==> src/rtl/evu_counter_bank_pkg.sv <==
// Shared types and constants for the event counter bank: CTRL layout, event indices, register map.
// Optional feature macro used by the bank: EVU_OVF_IRQ_EN (overflow interrupt).
package evu_counter_bank_pkg;

  localparam int unsigned EVU_SEL_W = 4;

  localparam logic EVU_REG_COUNT = 1'b0;
  localparam logic EVU_REG_CTRL  = 1'b1;

  localparam int unsigned EVU_CTRL_EN_BIT     = 0;
  localparam int unsigned EVU_CTRL_EDGE_BIT   = 1;
  localparam int unsigned EVU_CTRL_OVF_BIT    = 2;
  localparam int unsigned EVU_CTRL_IRQ_EN_BIT = 3;
  localparam int unsigned EVU_CTRL_SEL_LSB    = 8;

  typedef struct packed {
    logic [EVU_SEL_W-1:0] sel;
    logic                 irq_en;
    logic                 ovf;
    logic                 edge_mode;
    logic                 en;
  } evu_ctrl_t;

  typedef enum logic [EVU_SEL_W-1:0] {
    EVU_EV_CYCLE       = 4'd0,
    EVU_EV_ICACHE_MISS = 4'd1,
    EVU_EV_DCACHE_MISS = 4'd2,
    EVU_EV_ITLB_MISS   = 4'd3,
    EVU_EV_DTLB_MISS   = 4'd4,
    EVU_EV_LOAD        = 4'd5,
    EVU_EV_STORE       = 4'd6,
    EVU_EV_EXCEPTION   = 4'd7,
    EVU_EV_ERET        = 4'd8,
    EVU_EV_BRANCH      = 4'd9,
    EVU_EV_CALL        = 4'd10,
    EVU_EV_RET         = 4'd11,
    EVU_EV_MISPREDICT  = 4'd12,
    EVU_EV_SB_FULL     = 4'd13,
    EVU_EV_IF_EMPTY    = 4'd14
  } evu_event_e;

  // Software-visible CTRL image; unimplemented bits read as zero.
  function automatic logic [15:0] evu_ctrl_pack(input evu_ctrl_t c);
    logic [15:0] w;
    w = '0;
    w[EVU_CTRL_EN_BIT]                      = c.en;
    w[EVU_CTRL_EDGE_BIT]                    = c.edge_mode;
    w[EVU_CTRL_OVF_BIT]                     = c.ovf;
    w[EVU_CTRL_IRQ_EN_BIT]                  = c.irq_en;
    w[EVU_CTRL_SEL_LSB +: EVU_SEL_W]        = c.sel;
    return w;
  endfunction

endpackage

==> src/rtl/evu_counter_bank_channel.sv <==
// One event counter channel: CTRL register, event select, edge detect, counter and sticky overflow.
// IRQ_EN bit is only stored when EVU_OVF_IRQ_EN is defined.
module evu_counter_bank_channel
  import evu_counter_bank_pkg::*;
#(
  parameter int unsigned NUM_EVENTS = 16,
  parameter int unsigned CNT_W      = 64,
  parameter int unsigned INC_W      = 2
) (
  input  logic                        clk_i,
  input  logic                        rst_ni,
  input  logic [NUM_EVENTS*INC_W-1:0] ev_inc,
  input  logic                        halt,
  input  logic                        cnt_we,
  input  logic                        ctrl_we,
  input  logic [CNT_W-1:0]            wdata,
  output logic [CNT_W-1:0]            count,
  output evu_ctrl_t                   ctrl
);

  evu_ctrl_t        ctrl_q, ctrl_d;
  logic [CNT_W-1:0] count_q, count_d;
  logic             prev_nz_q;
  logic [INC_W-1:0] ev_val;
  logic [INC_W-1:0] inc;
  logic [CNT_W:0]   sum;

  // Event 0 is the free-running cycle event; its input slice is never used.
  always_comb begin
    ev_val = '0;
    for (int e = 0; e < NUM_EVENTS; e++) begin
      if (ctrl_q.sel == EVU_SEL_W'(e)) ev_val = ev_inc[e*INC_W +: INC_W];
    end
    if (ctrl_q.sel == '0) ev_val = INC_W'(1);
  end

  always_comb begin
    inc = '0;
    if (ctrl_q.en && !halt) begin
      if (ctrl_q.edge_mode) inc = ((ev_val != '0) && !prev_nz_q) ? INC_W'(1) : '0;
      else                  inc = ev_val;
    end
    sum = {1'b0, count_q} + {{(CNT_W+1-INC_W){1'b0}}, inc};
  end

  // A COUNT write overrides the increment and suppresses that cycle's carry;
  // a carry beats a same-cycle write-1-to-clear of OVF.
  always_comb begin
    ctrl_d  = ctrl_q;
    count_d = cnt_we ? wdata : sum[CNT_W-1:0];
    if (ctrl_we) begin
      ctrl_d.en        = wdata[EVU_CTRL_EN_BIT];
      ctrl_d.edge_mode = wdata[EVU_CTRL_EDGE_BIT];
      ctrl_d.sel       = wdata[EVU_CTRL_SEL_LSB +: EVU_SEL_W];
`ifdef EVU_OVF_IRQ_EN
      ctrl_d.irq_en    = wdata[EVU_CTRL_IRQ_EN_BIT];
`else
      ctrl_d.irq_en    = 1'b0;
`endif
      if (wdata[EVU_CTRL_OVF_BIT]) ctrl_d.ovf = 1'b0;
    end
    if (!cnt_we && sum[CNT_W]) ctrl_d.ovf = 1'b1;
  end

  always_ff @(posedge clk_i or negedge rst_ni) begin
    if (!rst_ni) begin
      ctrl_q    <= '0;
      count_q   <= '0;
      prev_nz_q <= 1'b0;
    end else begin
      ctrl_q    <= ctrl_d;
      count_q   <= count_d;
      prev_nz_q <= ctrl_we ? 1'b0 : (ev_val != '0);
    end
  end

  assign count = count_q;
  assign ctrl  = ctrl_q;

endmodule

==> src/rtl/evu_counter_bank.sv <==
// Bank of NUM_CNT event counters with a request/grant/rvalid config port.
// Define EVU_OVF_IRQ_EN to enable the registered overflow interrupt on irq_o.
module evu_counter_bank
  import evu_counter_bank_pkg::*;
#(
  parameter int unsigned NUM_EVENTS = 16,
  parameter int unsigned NUM_CNT    = 4,
  parameter int unsigned CNT_W      = 64,
  parameter int unsigned INC_W      = 2
) (
  input  logic                         clk_i,
  input  logic                         rst_ni,
  input  logic [NUM_EVENTS*INC_W-1:0]  ev_inc_i,
  input  logic                         halt_i,
  input  logic                         cfg_req_i,
  input  logic                         cfg_we_i,
  input  logic [$clog2(NUM_CNT):0]     cfg_addr_i,
  input  logic [CNT_W-1:0]             cfg_wdata_i,
  output logic                         cfg_gnt_o,
  output logic                         cfg_rvalid_o,
  output logic [CNT_W-1:0]             cfg_rdata_o,
  output logic [NUM_CNT-1:0]           ovf_o,
  output logic                         irq_o
);

  // Handshake: every request is granted in the same cycle; a granted read
  // returns cfg_rdata_o with a single-cycle cfg_rvalid_o pulse on the next cycle.
  localparam int unsigned CH_W = $clog2(NUM_CNT);

  logic [CH_W:0]    ch_sel;
  logic             reg_sel;
  logic             wr, rd;
  logic [CNT_W-1:0] rd_mux;
  logic             rvalid_q;
  logic [CNT_W-1:0] rdata_q;

  evu_ctrl_t        ctrl  [NUM_CNT];
  logic [CNT_W-1:0] count [NUM_CNT];

  assign ch_sel    = {1'b0, cfg_addr_i[CH_W:1]};
  assign reg_sel   = cfg_addr_i[0];
  assign cfg_gnt_o = cfg_req_i;
  assign wr        = cfg_req_i & cfg_we_i;
  assign rd        = cfg_req_i & ~cfg_we_i;

  for (genvar i = 0; i < NUM_CNT; i++) begin : g_ch
    logic hit;
    assign hit = wr && (ch_sel == (CH_W+1)'(i));

    evu_counter_bank_channel #(
      .NUM_EVENTS (NUM_EVENTS),
      .CNT_W      (CNT_W),
      .INC_W      (INC_W)
    ) u_channel (
      .clk_i   (clk_i),
      .rst_ni  (rst_ni),
      .ev_inc  (ev_inc_i),
      .halt    (halt_i),
      .cnt_we  (hit && (reg_sel == EVU_REG_COUNT)),
      .ctrl_we (hit && (reg_sel == EVU_REG_CTRL)),
      .wdata   (cfg_wdata_i),
      .count   (count[i]),
      .ctrl    (ctrl[i])
    );

    assign ovf_o[i] = ctrl[i].ovf;
  end

  // Out-of-range channel indices match no channel and read back as zero.
  always_comb begin
    rd_mux = '0;
    for (int i = 0; i < NUM_CNT; i++) begin
      if (ch_sel == (CH_W+1)'(i)) begin
        rd_mux = (reg_sel == EVU_REG_CTRL) ? CNT_W'(evu_ctrl_pack(ctrl[i])) : count[i];
      end
    end
  end

  always_ff @(posedge clk_i or negedge rst_ni) begin
    if (!rst_ni) begin
      rvalid_q <= 1'b0;
      rdata_q  <= '0;
    end else begin
      rvalid_q <= rd;
      if (rd) rdata_q <= rd_mux;
    end
  end

  assign cfg_rvalid_o = rvalid_q;
  assign cfg_rdata_o  = rdata_q;

`ifdef EVU_OVF_IRQ_EN
  logic irq_q;
  logic irq_d;

  always_comb begin
    irq_d = 1'b0;
    for (int i = 0; i < NUM_CNT; i++) irq_d = irq_d | (ctrl[i].ovf & ctrl[i].irq_en);
  end

  always_ff @(posedge clk_i or negedge rst_ni) begin
    if (!rst_ni) irq_q <= 1'b0;
    else         irq_q <= irq_d;
  end

  assign irq_o = irq_q;
`else
  assign irq_o = 1'b0;
`endif

endmodule
==> config.mk <==
export PLATFORM = sky130hd
export DESIGN_NAME = evu_counter_bank
export DESIGN_NICKNAME = d
export VERILOG_FILES = /design/src/rtl/evu_counter_bank_pkg.sv /design/src/rtl/evu_counter_bank_channel.sv /design/src/rtl/evu_counter_bank.sv
export SDC_FILE = /design/constraint.sdc
export NUM_CORES = 1
export LEC_CHECK = 0
export ABC_AREA = 0
export BUFFER_PORTS_ARGS = -buffer_cell sky130_fd_sc_hd__buf_2
export CORE_MARGIN = 3
export CORE_UTILIZATION = 45
export CTS_BUF_LIST = sky130_fd_sc_hd__clkbuf_4 sky130_fd_sc_hd__clkbuf_8
export CTS_CLUSTER_DIAMETER = 120
export DETAILED_ROUTE_END_ITERATION = 12
export PLACE_DENSITY = 0.64
export SYNTH_ARGS = -nofsm -noshare
export SYNTH_HDL_FRONTEND = slang
export SYNTH_HIERARCHICAL = 1
export SYNTH_SLANG_ARGS = --single-unit
==> constraint.sdc <==
create_clock -name clk_i -period 7.55 [get_ports clk_i]
set_input_delay 1.1325 -clock clk_i [delete_from_list [all_inputs] [get_ports clk_i]]
set_output_delay 1.1325 -clock clk_i [all_outputs]
set_load 0.01 [all_outputs]
After elaboration in Yosys (flattened, before gate mapping)
Index checks and enable logic that the tools add are counted.
{"block": "op_classes", "muxes": 101, "add_sub_neg": 4, "n_reduce_logical": 54, "bitwise_logic": 4, "n_eq_ne": 63}
{"cell": "two-way mux 64 bit", "n": 12}
{"cell": "adder 64 x 2 -> 65 bit", "n": 4}
{"cell": "two-way mux 2 bit", "n": 72}
{"cell": "== test 4 bit (second input constant)", "n": 32}
{"cell": "== test 4 x 3 -> 1 bit (second input constant)", "n": 16}
{"cell": "== test 4 x 2 -> 1 bit (second input constant)", "n": 8}
{"cell": "logical AND 1 bit", "n": 24}
{"cell": "nonzero test 2 bit", "n": 12}
{"cell": "== test 4 x 1 -> 1 bit (second input constant)", "n": 4}
{"cell": "logical NOT 4 bit", "n": 4}
{"cell": "two-way mux 1 bit", "n": 13}
{"cell": "two-way mux 3 bit", "n": 4}
{"cell": "logical NOT 1 bit", "n": 9}
{"cell": "AND reduction 2 bit", "n": 4}
{"cell": "== test 2 bit (second input constant)", "n": 2}
{"cell": "logical NOT 3 bit", "n": 1}
{"cell": "AND 1 bit", "n": 2}
{"cell": "== test 2 x 1 -> 1 bit (second input constant)", "n": 1}
{"cell": "NOT 1 bit", "n": 2}
{"block": "word_totals", "wordCells": 252, "inputBits": 104, "regBits": 353, "out_inout_bits": 71}

Depth between registers and ports, before layout
Gate-level depths: netlist of the first run.
{"block": "logic_depth", "ltp_word": 26, "mapped_depth": 18, "depth_no_buf": 15}

Hierarchy
Netlist of the first run, hierarchy kept.
{"mod": "evu_counter_bank_channel at g_ch[2].u_channel ...", "n_inst": 2, "cells_each": 536, "area_each_um2": 4704.5, "seq_area_each_um2": 1801.7}
{"mod": "evu_counter_bank_channel at g_ch[0].u_channel ...", "n_inst": 2, "cells_each": 516, "area_each_um2": 4413.0, "seq_area_each_um2": 1801.7}
{"mod": "evu_counter_bank", "n_inst": 1, "cells_each": 286, "area_each_um2": 4246.6, "seq_area_each_um2": 1626.6}

Least setup slack after synthesis of the first run
Ideal clock, no wire load.
{"block": "synth_timing", "path_type": "input to register", "start": "input port ev_inc_i[19]", "end": "register g_ch[2].u_channel.count_q[60]", "t_arrival_ns": 4.296, "setup_ns": 0.082, "setup_slack_ns": 3.172, "stages": 14, "required_ns": 7.468, "path_buffers": 1, "cell_sequence": "mux4_2 -> nor2_1 -> a311oi_1 -> o211ai_1 -> a221oi_1 -> ha_1 -> inv_1 -> fa_1 -> and4b_1 -> nand4_2 -> or4_1 -> clkbuf_2 -> or4_1 -> a31oi_1"}
{"block": "synth_between", "elab_chain_cells": 15}
{"item": "start: declaration", "line_no": "evu_counter_bank.sv:13", "source": "input logic [NUM_EVENTS*INC_W-1:0] ev_inc_i,"}
{"item": "two-way mux 2 bit (*) (7 in series)", "line_no": "evu_counter_bank_channel.sv:32", "source": "if (ctrl_q.sel == EVU_SEL_W'(e)) ev_val = ev_inc[e*INC_W +: INC_W];"}
{"item": "two-way mux 2 bit (*)", "line_no": "evu_counter_bank_channel.sv:34", "source": "if (ctrl_q.sel == '0) ev_val = INC_W'(1);"}
{"item": "nonzero test 2 bit", "line_no": "evu_counter_bank_channel.sv:40", "source": "if (ctrl_q.edge_mode) inc = ((ev_val != '0) && !prev_nz_q) ? INC_W'(1) : '0;"}
{"item": "logical AND 1 bit", "line_no": "evu_counter_bank_channel.sv:40"}
{"item": "two-way mux 1 bit", "line_no": "evu_counter_bank_channel.sv:40"}
{"item": "two-way mux 2 bit (*)", "line_no": "evu_counter_bank_channel.sv:40"}
{"item": "two-way mux 2 bit (*)", "line_no": "evu_counter_bank_channel.sv:39", "source": "if (ctrl_q.en && !halt) begin"}
{"item": "adder 64 x 2 -> 65 bit (*)", "line_no": "evu_counter_bank_channel.sv:43", "source": "sum = {1'b0, count_q} + {{(CNT_W+1-INC_W){1'b0}}, inc};"}
{"item": "two-way mux 64 bit (*)", "line_no": "evu_counter_bank_channel.sv:50", "source": "count_d = cnt_we ? wdata : sum[CNT_W-1:0];"}
{"item": "net g_ch[2].u_channel.count_d[60]", "line_no": "evu_counter_bank_channel.sv:22", "source": "logic [CNT_W-1:0] count_q, count_d;"}
{"item": "end signal: assignment", "line_no": "evu_counter_bank_channel.sv:72", "source": "count_q <= count_d;"}
{"item": "end: declaration", "line_no": "evu_counter_bank_channel.sv:22"}
The timed path passes the listed nets; every way through them passes the cells marked *.
A chain may end at the register's enable or synchronous reset.

Final worst setup path of the first run
{"block": "layout_timing", "start": "register g_ch[3].u_channel.ctrl_q (netlist bit g_ch[3].u_channel/ctrl[4])", "end": "register g_ch[3].u_channel.count_q[62]"}
{"block": "layout_between", "elab_chain_cells": 24, "elab_cells_between_ends": 39, "cone_classes": "1 x add/sub; 15 x eq/ne; 20 x mux; 3 x reduce/logical"}
{"item": "start: declaration", "line_no": "evu_counter_bank_channel.sv:21", "source": "evu_ctrl_t ctrl_q, ctrl_d;"}
{"item": "start signal: assignment", "line_no": "evu_counter_bank_channel.sv:71", "source": "ctrl_q <= ctrl_d;"}
{"item": "== test 4 x 1 -> 1 bit", "line_no": "evu_counter_bank_channel.sv:32"}
{"item": "two-way mux 2 bit (15 in series)", "line_no": "evu_counter_bank_channel.sv:32"}
{"item": "two-way mux 2 bit (*)", "line_no": "evu_counter_bank_channel.sv:34"}
{"item": "nonzero test 2 bit", "line_no": "evu_counter_bank_channel.sv:40"}
{"item": "logical AND 1 bit", "line_no": "evu_counter_bank_channel.sv:40"}
{"item": "two-way mux 1 bit", "line_no": "evu_counter_bank_channel.sv:40"}
{"item": "two-way mux 2 bit (*)", "line_no": "evu_counter_bank_channel.sv:40"}
{"item": "two-way mux 2 bit (*)", "line_no": "evu_counter_bank_channel.sv:39"}
{"item": "adder 64 x 2 -> 65 bit (*)", "line_no": "evu_counter_bank_channel.sv:43"}
{"item": "two-way mux 64 bit (*)", "line_no": "evu_counter_bank_channel.sv:50"}
{"item": "net g_ch[3].u_channel.count_d[62]", "line_no": "evu_counter_bank_channel.sv:22"}
{"item": "end signal: assignment", "line_no": "evu_counter_bank_channel.sv:72"}
{"item": "end: declaration", "line_no": "evu_counter_bank_channel.sv:22"}
Marks and branches as above.

==> flow_summary.json, run 1 <==
{
  "rows": 81,
  "dpl.hpwl_um": 53100,
  "reg2reg_from": "g_ch[3].u_channel/ctrl[4]",
  "timing.max_cap.violations": 0,
  "p_leak_nw": 9.59,
  "path_depth": 13,
  "final.setup_skew_ns": 0.0453,
  "worstPathArrival_ns": 6.22,
  "status": "complete, no violations",
  "p_per_area_nw_per_um2": 259,
  "hold_slack_ns": 0.480,
  "htreeDepth": 3,
  "cts_num_sinks": 353,
  "cts-root-buf": "clkbuf_8",
  "drtIter0Drc": 2161,
  "grt_max_degree": 140,
  "grt_pass1_wl_um": 116000,
  "path_buf_inv": 1,
  "synth-async-reset-ratio_pct": 100,
  "slowest_stage": "nor4_1",
  "hold_class": "reg2reg",
  "syn_to_final_growth_pct": 11.0,
  "criticalPathCategory": "reg2reg",
  "cp_common_cell": "nor2b_1",
  "dp_slack_ns": 1.80,
  "grt.overflow.total": 0,
  "cts_buffers": 68,
  "finalHoldViolCount": 0,
  "cts_tree": "built",
  "die_w_um": 230,
  "ios": 175,
  "rrSetupSlack_ns": 1.82,
  "clock_path_buffers": 3,
  "yosys_register_bits": 353,
  "setup_viol": 0,
  "rsz0062_at_grt": "no",
  "gp_congestion": 0.950,
  "die_h_um": 230,
  "vias": 20100,
  "nFillCells": 4608,
  "synth_edf_count": 0,
  "drtAntennaViolNets": 0,
  "clock_latency_ns": 0.64,
  "yosysWarnings": 6,
  "syn_inst": 2390,
  "layout-drive-gt1-share_pct": 18.9,
  "syn_area_um2": 22500,
  "antenna_found_initial": 8,
  "max_slew.worst_pin.slew_ns": 1.31,
  "critPathMaxStageDelay_ns": 1.22,
  "synth_area_per_cell_um2": 9.41,
  "ys.flop_type": "dfrtp_1",
  "setup_slack_ns": 1.82,
  "fin_crit_sh_pct": 75.8,
  "clk_pin_slew_ns": 0.06,
  "viasPerCell": 6.30,
  "cp_max_fo": 21,
  "hold_path_depth": 2,
  "min_from": "cfg_rdata_o[10]",
  "final_common_cell": "dfrtp_1",
  "crit_path_start_kind": "register",
  "r2r_cells": 13,
  "crit_path_end_kind": "register",
  "coreArea_um2": 49200,
  "grt_pass1_vias": 19400,
  "synth_cell_types": 86,
  "post_cts_buffers": 0,
  "hold_buffers": 0,
  "drc_errors": 0,
  "slew_viol_final": 0,
  "fin_area_um2": 25000,
  "required_ns": 8.05,
  "dpl_cell_area_um2": 23500,
  "cp_cell_sequence": "mux4_2, nor2_1, a311oi_1, o211ai_1, a221oi_1, ha_1, inv_1, fa_1, nor2b_1, nand3_1, nor4_1, a32oi_1, nor2b_1",
  "period_needed_ns": 5.73,
  "start_util_pct": 45.7,
  "post_cts_resized": 0,
  "slew_headroom_pct": 12.0,
  "clock.fmax_ghz": 0.175,
  "crit_path_start": "g_ch[3].u_channel/ctrl[4]",
  "syn-num-nets": 2506,
  "io_buffers": 171,
  "dieArea_um2": 52700,
  "grt.total_usage_pct": 28.3,
  "nets": 2597,
  "cp-endpoint": "g_ch[3].u_channel/count[62]",
  "drtPass1Iterations": 8,
  "path_delay_family": "simple AND/OR/NAND/NOR gates",
  "yosysSeqAreaShare_pct": 39.3,
  "final_cell_mix": "dfrtp_1 (353), nand2_1 (306), buf_2 (169)",
  "setup_tns_ns": 0,
  "totalWireLength_um": 75700,
  "ir_drop_v": 0.0000928,
  "timing.rr.end": "g_ch[3].u_channel/count[62]",
  "routedWlPerCell_um": 23.7
}
worst reg2reg max path, stage by stage (launching register included):
cell	delay [ns]
dfrtp_1	0.90
mux4_2	0.37
nor2_1	0.04
a311oi_1	0.48
o211ai_1	0.18
a221oi_1	0.31
ha_1	0.24
inv_1	0.07
fa_1	0.46
nor2b_1	0.25
nand3_1	0.68
nor4_1	1.22
a32oi_1	0.21
nor2b_1	0.19
state kept, by name (all words and copies together), names as in the netlist:
register,cells
g_ch.u_channel/count,256
cfg_rdata_o,64
g_ch.u_channel/ctrl,28
g_ch.u_channel/prev_nz_q,4
cfg_rvalid_o,1
worst min-delay path by stage:
stage	to	slack (ns)
after global routing	cfg_rdata_o[47]	0.52
after detailed placement	cfg_rdata_o[10]	0.47
after global placement	cfg_rdata_o[10]	0.48
final	cfg_rdata_o[10]	0.48
after floorplan	g_ch[0].u_channel/ctrl[0]	0.50
after CTS	cfg_rdata_o[10]	0.49
cell type report:
| class | instances | area, um^2 | share of cell area [%] |
|---|---|---|---|
| diodes | 5 | 12.5 | 0.0501 |
| repair buffers | 189 | 1020 | 4.07 |
| multi-input cells | 1796 | 12500 | 50.2 |
| clock buffers | 114 | 1430 | 5.73 |
| inverters | 73 | 274 | 1.10 |
| well taps | 664 | 831 | 3.33 |
| clock inverters | 4 | 25.0 | 0.100 |
| flip-flops and latches | 353 | 8830 | 35.4 |
through the flow:
step	total power, W	instances	utilization, %
2_1_floorplan	0.00384	2390	-
3_3_place_gp	0.00437	3075	47.8
3_5_place_dp	0.00444	3075	47.8
4_1_cts	0.00650	3193	50.8
5_1_grt	0.00681	3195	50.8
6_report	0.00647	3198	50.8
logic make-up after synthesis:
family / Yosys count / synth area share, %
simple gates: 961 / 23.3
fa+ha+maj: 12 / 0.801
flops: 353 / 39.3
mux: 150 / 10.6
other cells: 5 / 0.0835
compound gates: 482 / 13.6
buf+inv: 241 / 5.10
xor+xnor: 186 / 7.25
cell usage after synthesis, types with 7 or more instances:
cell type,n,area share (%)
and4_1,24,0.93
inv_1,69,1.2
nor3_1,74,1.6
nand4_1,78,2.2
nor3b_1,10,0.33
nand2b_1,16,0.45
or4_1,44,1.5
a22oi_1,8,0.27
nor2_1,113,1.9
a22o_1,56,2.2
buf_6,12,0.60
nor2b_1,28,0.78
o221ai_1,8,0.31
mux2i_1,48,2.1
nor4_2,8,0.45
ha_1,8,0.45
buf_2,29,0.65
o21ai_1,106,2.4
a221oi_1,8,0.31
clkbuf_1,96,1.6
o31ai_1,34,1.1
xnor2_1,126,4.9
mux4_2,66,6.6
nand3_1,105,2.3
xor2_1,60,2.3
a21oi_1,28,0.62
buf_4,12,0.40
o21ai_0,120,2.7
nand2_1,306,5.1
and3_1,20,0.56
dfrtp_1,353,39
and3b_1,8,0.31
nand3b_1,7,0.23
a31oi_1,52,1.4
nor4_1,30,0.83
or3_1,26,0.72
buf_1,9,0.15
mux2_2,36,1.8
metal layers:
layer | GRT usage, % | part of all wire, % | wire [um] | vias to the layer above
met5 | 0 | 0.022 | 17 | -
met2 | 43.1 | 45 | 33800 | 967
met3 | 5.19 | 9.1 | 6870 | 206
met4 | 14.4 | 4.9 | 3730 | 4
met1 | 38.7 | 41 | 31200 | 9975
li1 | - | - | - | 8986
power by group:
group          total [W]  internal (W)  leakage (nW)  switching, W
logic            0.00143      0.000734          4.45      0.000697
clock network    0.00204       0.00119         0.771      0.000851
registers        0.00301       0.00231          4.38      0.000696
No activity file was read; power rests on OpenSTA's default activity.
==> run 2, diff against run 1 <==
==> constraint.sdc (replaced) <==
create_clock -name clk_i -period 5.6 [get_ports clk_i]
set_input_delay 0.84 -clock clk_i [delete_from_list [all_inputs] [get_ports clk_i]]
set_output_delay 0.84 -clock clk_i [all_outputs]
set_load 0.01 [all_outputs]
==> run 2 against run 1 <==
Flip-flop and latch count unchanged. Clock power up 26%. Count of clock-buffer cells in the layout decreased by 15. Critical path type unchanged. Critical endpoint is now g_ch[3].u_channel/count[60].
==> flow_summary.json, run 2 (synthesized netlist as in run 1, its figures left out) <==
{
  "antenna_found_initial": 7,
  "p_sw_share_pct": 35.1,
  "path_delay_family": "simple AND/OR/NAND/NOR gates",
  "cp_max_fo": 21,
  "finalHoldViolCount": 0,
  "rows": 81,
  "viasPerCell": 6.26,
  "worstPathArrival_ns": 5.53,
  "vias": 20100,
  "io_buffers": 171,
  "internal_power_w": 0.00555,
  "timing.rr.end": "g_ch[3].u_channel/count[60]",
  "syn_to_final_growth_pct": 11.3,
  "status": "complete, no violations",
  "fin_area_um2": 25000,
  "largest_reg_flops": 256,
  "start_util_pct": 45.7,
  "p_sw_w": 0.00300,
  "seq_power_share_pct": 47.2,
  "die_h_um": 230,
  "drtIter0Drc": 1896,
  "p_leak_nw": 9.64,
  "totalWireLength_um": 75800,
  "dieArea_um2": 52700,
  "setup_tns_ns": 0,
  "setup_viol": 0,
  "dpl_cell_area_um2": 23700,
  "rsz0062_at_grt": "no",
  "cp_common_cell": "or4_1",
  "dpl.hpwl_um": 53900,
  "required_ns": 6.15,
  "htreeDepth": 3,
  "cp_cell_sequence": "mux4_2, nor2_1, a311oi_1, o211ai_1, a221oi_1, ha_1, inv_1, fa_1, and4b_1, nand4_2, or4_1, or4_1, a31oi_1",
  "cts_buffers": 66,
  "cts_num_sinks": 353,
  "slew_viol_final": 0,
  "cts-root-buf": "clkbuf_8",
  "cts_tree": "built",
  "ir_drop_v": 0.000164,
  "slew_headroom_pct": 26.3,
  "r2r_cells": 13,
  "post_cts_resized": 0,
  "hold_buffers": 0,
  "clock_latency_ns": 0.63,
  "final.setup_skew_ns": 0.0359,
  "critPathMaxStageDelay_ns": 0.85,
  "drtAntennaViolNets": 0,
  "p_comb_share_pct": 22.8,
  "period_needed_ns": 4.98,
  "rrSetupSlack_ns": 0.62,
  "clkPwrFrac_pct": 30.0,
  "criticalPathCategory": "reg2reg",
  "drtPass1Iterations": 7,
  "clock.fmax_ghz": 0.201,
  "grt_pass1_wl_um": 116000,
  "hold_class": "in2async",
  "reg2reg_from": "g_ch[3].u_channel/ctrl[4]",
  "grt.total_usage_pct": 28.4,
  "grt_pass1_vias": 19200,
  "grt.overflow.total": 0,
  "timing.max_cap.violations": 0,
  "nets": 2614,
  "final_common_cell": "dfrtp_1",
  "grt_max_degree": 130,
  "final_cell_mix": "dfrtp_1 (353), nand2_1 (306), buf_2 (169)",
  "die_w_um": 230,
  "max_slew.worst_pin.slew_ns": 1.11,
  "ios": 175,
  "drc_errors": 0,
  "gp_congestion": 0.940,
  "post_cts_buffers": 0,
  "clock_path_buffers": 3,
  "routedWlPerCell_um": 23.6,
  "coreArea_um2": 49200,
  "p_per_area_nw_per_um2": 342,
  "path_buf_inv": 1,
  "fin_crit_sh_pct": 88.9,
  "clk_pin_slew_ns": 0.07,
  "crit_path_end_kind": "register",
  "layout-drive-gt1-share_pct": 19.3,
  "slowest_stage": "dfrtp_1",
  "crit_path_start_kind": "register"
}
run 2: cell count changes in the layout (fill, tap and decap cells not counted):
cell        change
clkinvlp_4      -1
buf_12          +3
clkbuf_8        -8
clkinv_2        +7
buf_4          +16
inv_6           +1
clkbuf_4        -7
run 2: stage by stage:
step | hold WS [ns] | util (%) | cells | power (W) | setup slack, ns
finish | 0.245 | 50.9 | 3209 | 0.00855 | 0.620
global route | 0.299 | 50.9 | 3206 | 0.00900 | 0.247
CTS | 0.267 | 50.9 | 3204 | 0.00858 | 0.666
detailed placement | 0.487 | 48.2 | 3094 | 0.00599 | 0.652
global placement | 0.483 | 48.2 | 3094 | 0.00590 | 0.692
floorplan | 0.504 | - | 2390 | 0.00518 | 1.50
run 2: how the worst max path moves through the flow:
stage | depth (start not counted) | endpoint | from
6_report | 13 | g_ch[3].u_channel/count[60] | g_ch[3].u_channel/ctrl[4]
5_1_grt | 13 | g_ch[3].u_channel/count[58] | g_ch[3].u_channel/ctrl[4]
4_1_cts | 13 | g_ch[3].u_channel/count[58] | g_ch[3].u_channel/ctrl[4]
3_5_place_dp | 14 | g_ch[2].u_channel/count[54] | ev_inc_i[30]
3_3_place_gp | 14 | g_ch[3].u_channel/count[58] | ev_inc_i[19]
2_1_floorplan | 16 | g_ch[2].u_channel/count[60] | g_ch[2].u_channel/ctrl[4]
run 2: final cells by class:
cell class / instances / area (um^2)
Fill cell: 4543 / 24100
Multi-Input combinational cell: 1796 / 12500
Timing Repair Buffer: 208 / 1200
Clock buffer: 99 / 1270
Tap cell: 664 / 831
Clock inverter: 11 / 61.3
Inverter: 73 / 274
Antenna cell: 5 / 12.5
Sequential cell: 353 / 8830
run 2: routing by layer:
layer	global-route usage (%)	up-vias	routed length [um]	part of all wire, %
met5	0	-	30	0.040
met4	12.4	6	2920	3.8
met3	5.40	188	6780	8.9
met2	44.3	924	34700	46
met1	38.8	9962	31300	41
li1	-	9010	-	-
run 2: power groups by stage:
stage | clock [W] | combinational (W) | sequential, W
2_1_floorplan | 0 | 0.00150 | 0.00368
3_3_place_gp | 0 | 0.00188 | 0.00402
3_5_place_dp | 0 | 0.00193 | 0.00406
4_1_cts | 0.00262 | 0.00194 | 0.00402
5_1_grt | 0.00273 | 0.00214 | 0.00413
6_report | 0.00257 | 0.00195 | 0.00404
==> run 3, diff against run 2 <==
--- a/config.mk
+++ b/config.mk
@@ -8,11 +8,10 @@
 export ABC_AREA = 0
 export BUFFER_PORTS_ARGS = -buffer_cell sky130_fd_sc_hd__buf_2
 export CORE_MARGIN = 3
-export CORE_UTILIZATION = 45
-export CTS_BUF_LIST = sky130_fd_sc_hd__clkbuf_4 sky130_fd_sc_hd__clkbuf_8
+export CORE_UTILIZATION = 35
 export CTS_CLUSTER_DIAMETER = 120
 export DETAILED_ROUTE_END_ITERATION = 12
-export PLACE_DENSITY = 0.64
+export PLACE_DENSITY = 0.52
 export SYNTH_ARGS = -nofsm -noshare
 export SYNTH_HDL_FRONTEND = slang
 export SYNTH_HIERARCHICAL = 1
==> run 3 against run 2 <==
Design area grew 1.8%. Highest routed layer unchanged. Maximum frequency down 5.0%. Clock power up 23%.
==> flow_summary.json, run 3 (synthesized netlist as in run 1, its figures left out) <==
{
  "dieArea_um2": 67300,
  "nFillCells": 6337,
  "cts-root-buf": "clkbuf_16",
  "drtAntennaViolNets": 0,
  "setup_viol": 0,
  "post_cts_buffers": 0,
  "hold_class": "in2async",
  "status": "complete, no violations",
  "clock.fmax_ghz": 0.191,
  "die_w_um": 259,
  "hold_buffers": 0,
  "finalCoreUtilization_pct": 40.2,
  "grt.overflow.total": 0,
  "drtPass1Iterations": 5,
  "slew_headroom_pct": 31.5,
  "ios": 175,
  "grt_pass1_vias": 19000,
  "max_slew.worst_pin.slew_ns": 1.03,
  "nets": 2587,
  "slew_viol_final": 0,
  "ir_drop_v": 0.000185,
  "worstPathArrival_ns": 5.76,
  "clk_pin_slew_ns": 0.06,
  "rows": 92,
  "vias": 19600,
  "period_needed_ns": 5.24,
  "layout-drive-gt1-share_pct": 18.1,
  "ff_latch_area_um2": 8830,
  "syn_to_final_growth_pct": 13.2,
  "cts_tree": "built",
  "cts_num_sinks": 353,
  "final_cell_mix": "dfrtp_1 (353), nand2_1 (306), buf_2 (168)",
  "p_per_area_nw_per_um2": 360,
  "dpl.hpwl_um": 57900,
  "viasPerCell": 5.83,
  "totalWireLength_um": 80800,
  "htreeDepth": 2,
  "required_ns": 6.12,
  "cp_max_fo": 21,
  "die_h_um": 259,
  "start_util_pct": 35.5,
  "coreArea_um2": 63300,
  "io_buffers": 171,
  "grt.total_usage_pct": 23.7,
  "gp_congestion": 0.895,
  "grt_pass1_wl_um": 123000,
  "grt_max_degree": 127,
  "p_total_w": 0.00916,
  "clock_latency_ns": 0.61,
  "routedWlPerCell_um": 24.1,
  "fin_crit_sh_pct": 93.6,
  "final_common_cell": "dfrtp_1",
  "crit_path_start_kind": "register",
  "post_cts_resized": 0,
  "drc_errors": 0,
  "timing.max_cap.violations": 0,
  "criticalPathCategory": "reg2reg",
  "hold_slack_ns": 0.290,
  "largest_reg_flops": 256,
  "crit_path_end_kind": "register",
  "drtIter0Drc": 1725,
  "setup_tns_ns": 0,
  "clock_path_buffers": 3,
  "multi_input_area_um2": 12500,
  "antenna_found_initial": 4,
  "cts_buffers": 46,
  "final.setup_skew_ns": 0.0455,
  "p_leak_nw": 9.69,
  "rsz0062_at_grt": "no",
  "finalHoldViolCount": 0
}
[run 3: metal layers]
| metal | vias up | global-route usage (%) | part of all wire (%) |
|---|---|---|---|
| met4 | 6 | 7.19 | 3.2 |
| met3 | 130 | 3.82 | 5.7 |
| met2 | 661 | 38.9 | 47 |
| li1 | 8968 | - | - |
| met1 | 9809 | 32.1 | 44 |
| met5 | - | 0 | 0.052 |
[run 3: report_power, final]
part           internal [W]  switching, W  leakage (nW)
sequential          0.00311      0.000938          4.38
combinational      0.000993      0.000943          4.52
clock               0.00193       0.00124         0.793
total               0.00604       0.00312          9.69
[run 3: area by class of cell]
class                   instances  share of cell area (%)
flip-flops and latches        353                    34.7
clock buffers                  56                    4.95
diodes                          2                  0.0197
well taps                     846                    4.16
repair buffers                201                    4.45
multi-input cells            1796                    49.3
inverters                      73                    1.08
clock inverters                28                    1.38
[run 3: metrics by stage]
stage | instances | setup WS [ns] | instance area [um^2]
finish | 3355 | 0.358 | 25500
global route | 3353 | 0.0483 | 25500
CTS | 3353 | 0.446 | 25500
detailed placement | 3269 | 0.469 | 23800
global placement | 3269 | 0.470 | 23800
floorplan | 2390 | 1.50 | 22500
[run 3: final timing paths]
| check | from | to | slack [ns] | depth (start not counted) |
|---|---|---|---|---|
| max in group asynchronous | rst_ni | g_ch[2].u_channel/count[0] | 3.95 | 2 |
| min in group clk_i | cfg_rdata_o[43] | cfg_rdata_o[43] | 0.50 | 1 |
| max reg2reg | g_ch[3].u_channel/ctrl[4] | g_ch[3].u_channel/count[60] | 0.36 | 13 |
| min | rst_ni | cfg_rdata_o[46] | 0.29 | 1 |
| max | g_ch[3].u_channel/ctrl[4] | g_ch[3].u_channel/count[60] | 0.36 | 13 |
| min reg2reg | cfg_rdata_o[43] | cfg_rdata_o[43] | 0.50 | 1 |
[run 3: worst max-delay path: stages, from the launching register on]
cell and delay, ns:
dfrtp_1 0.87, mux4_2 0.38, nor2_1 0.04, a311oi_1 0.50, o211ai_1 0.14, a221oi_1 0.30
ha_1 0.23, inv_1 0.06, fa_1 0.47, and4b_1 0.32, nand4_2 0.24, or4_1 0.80
or4_1 0.60, a31oi_1 0.21
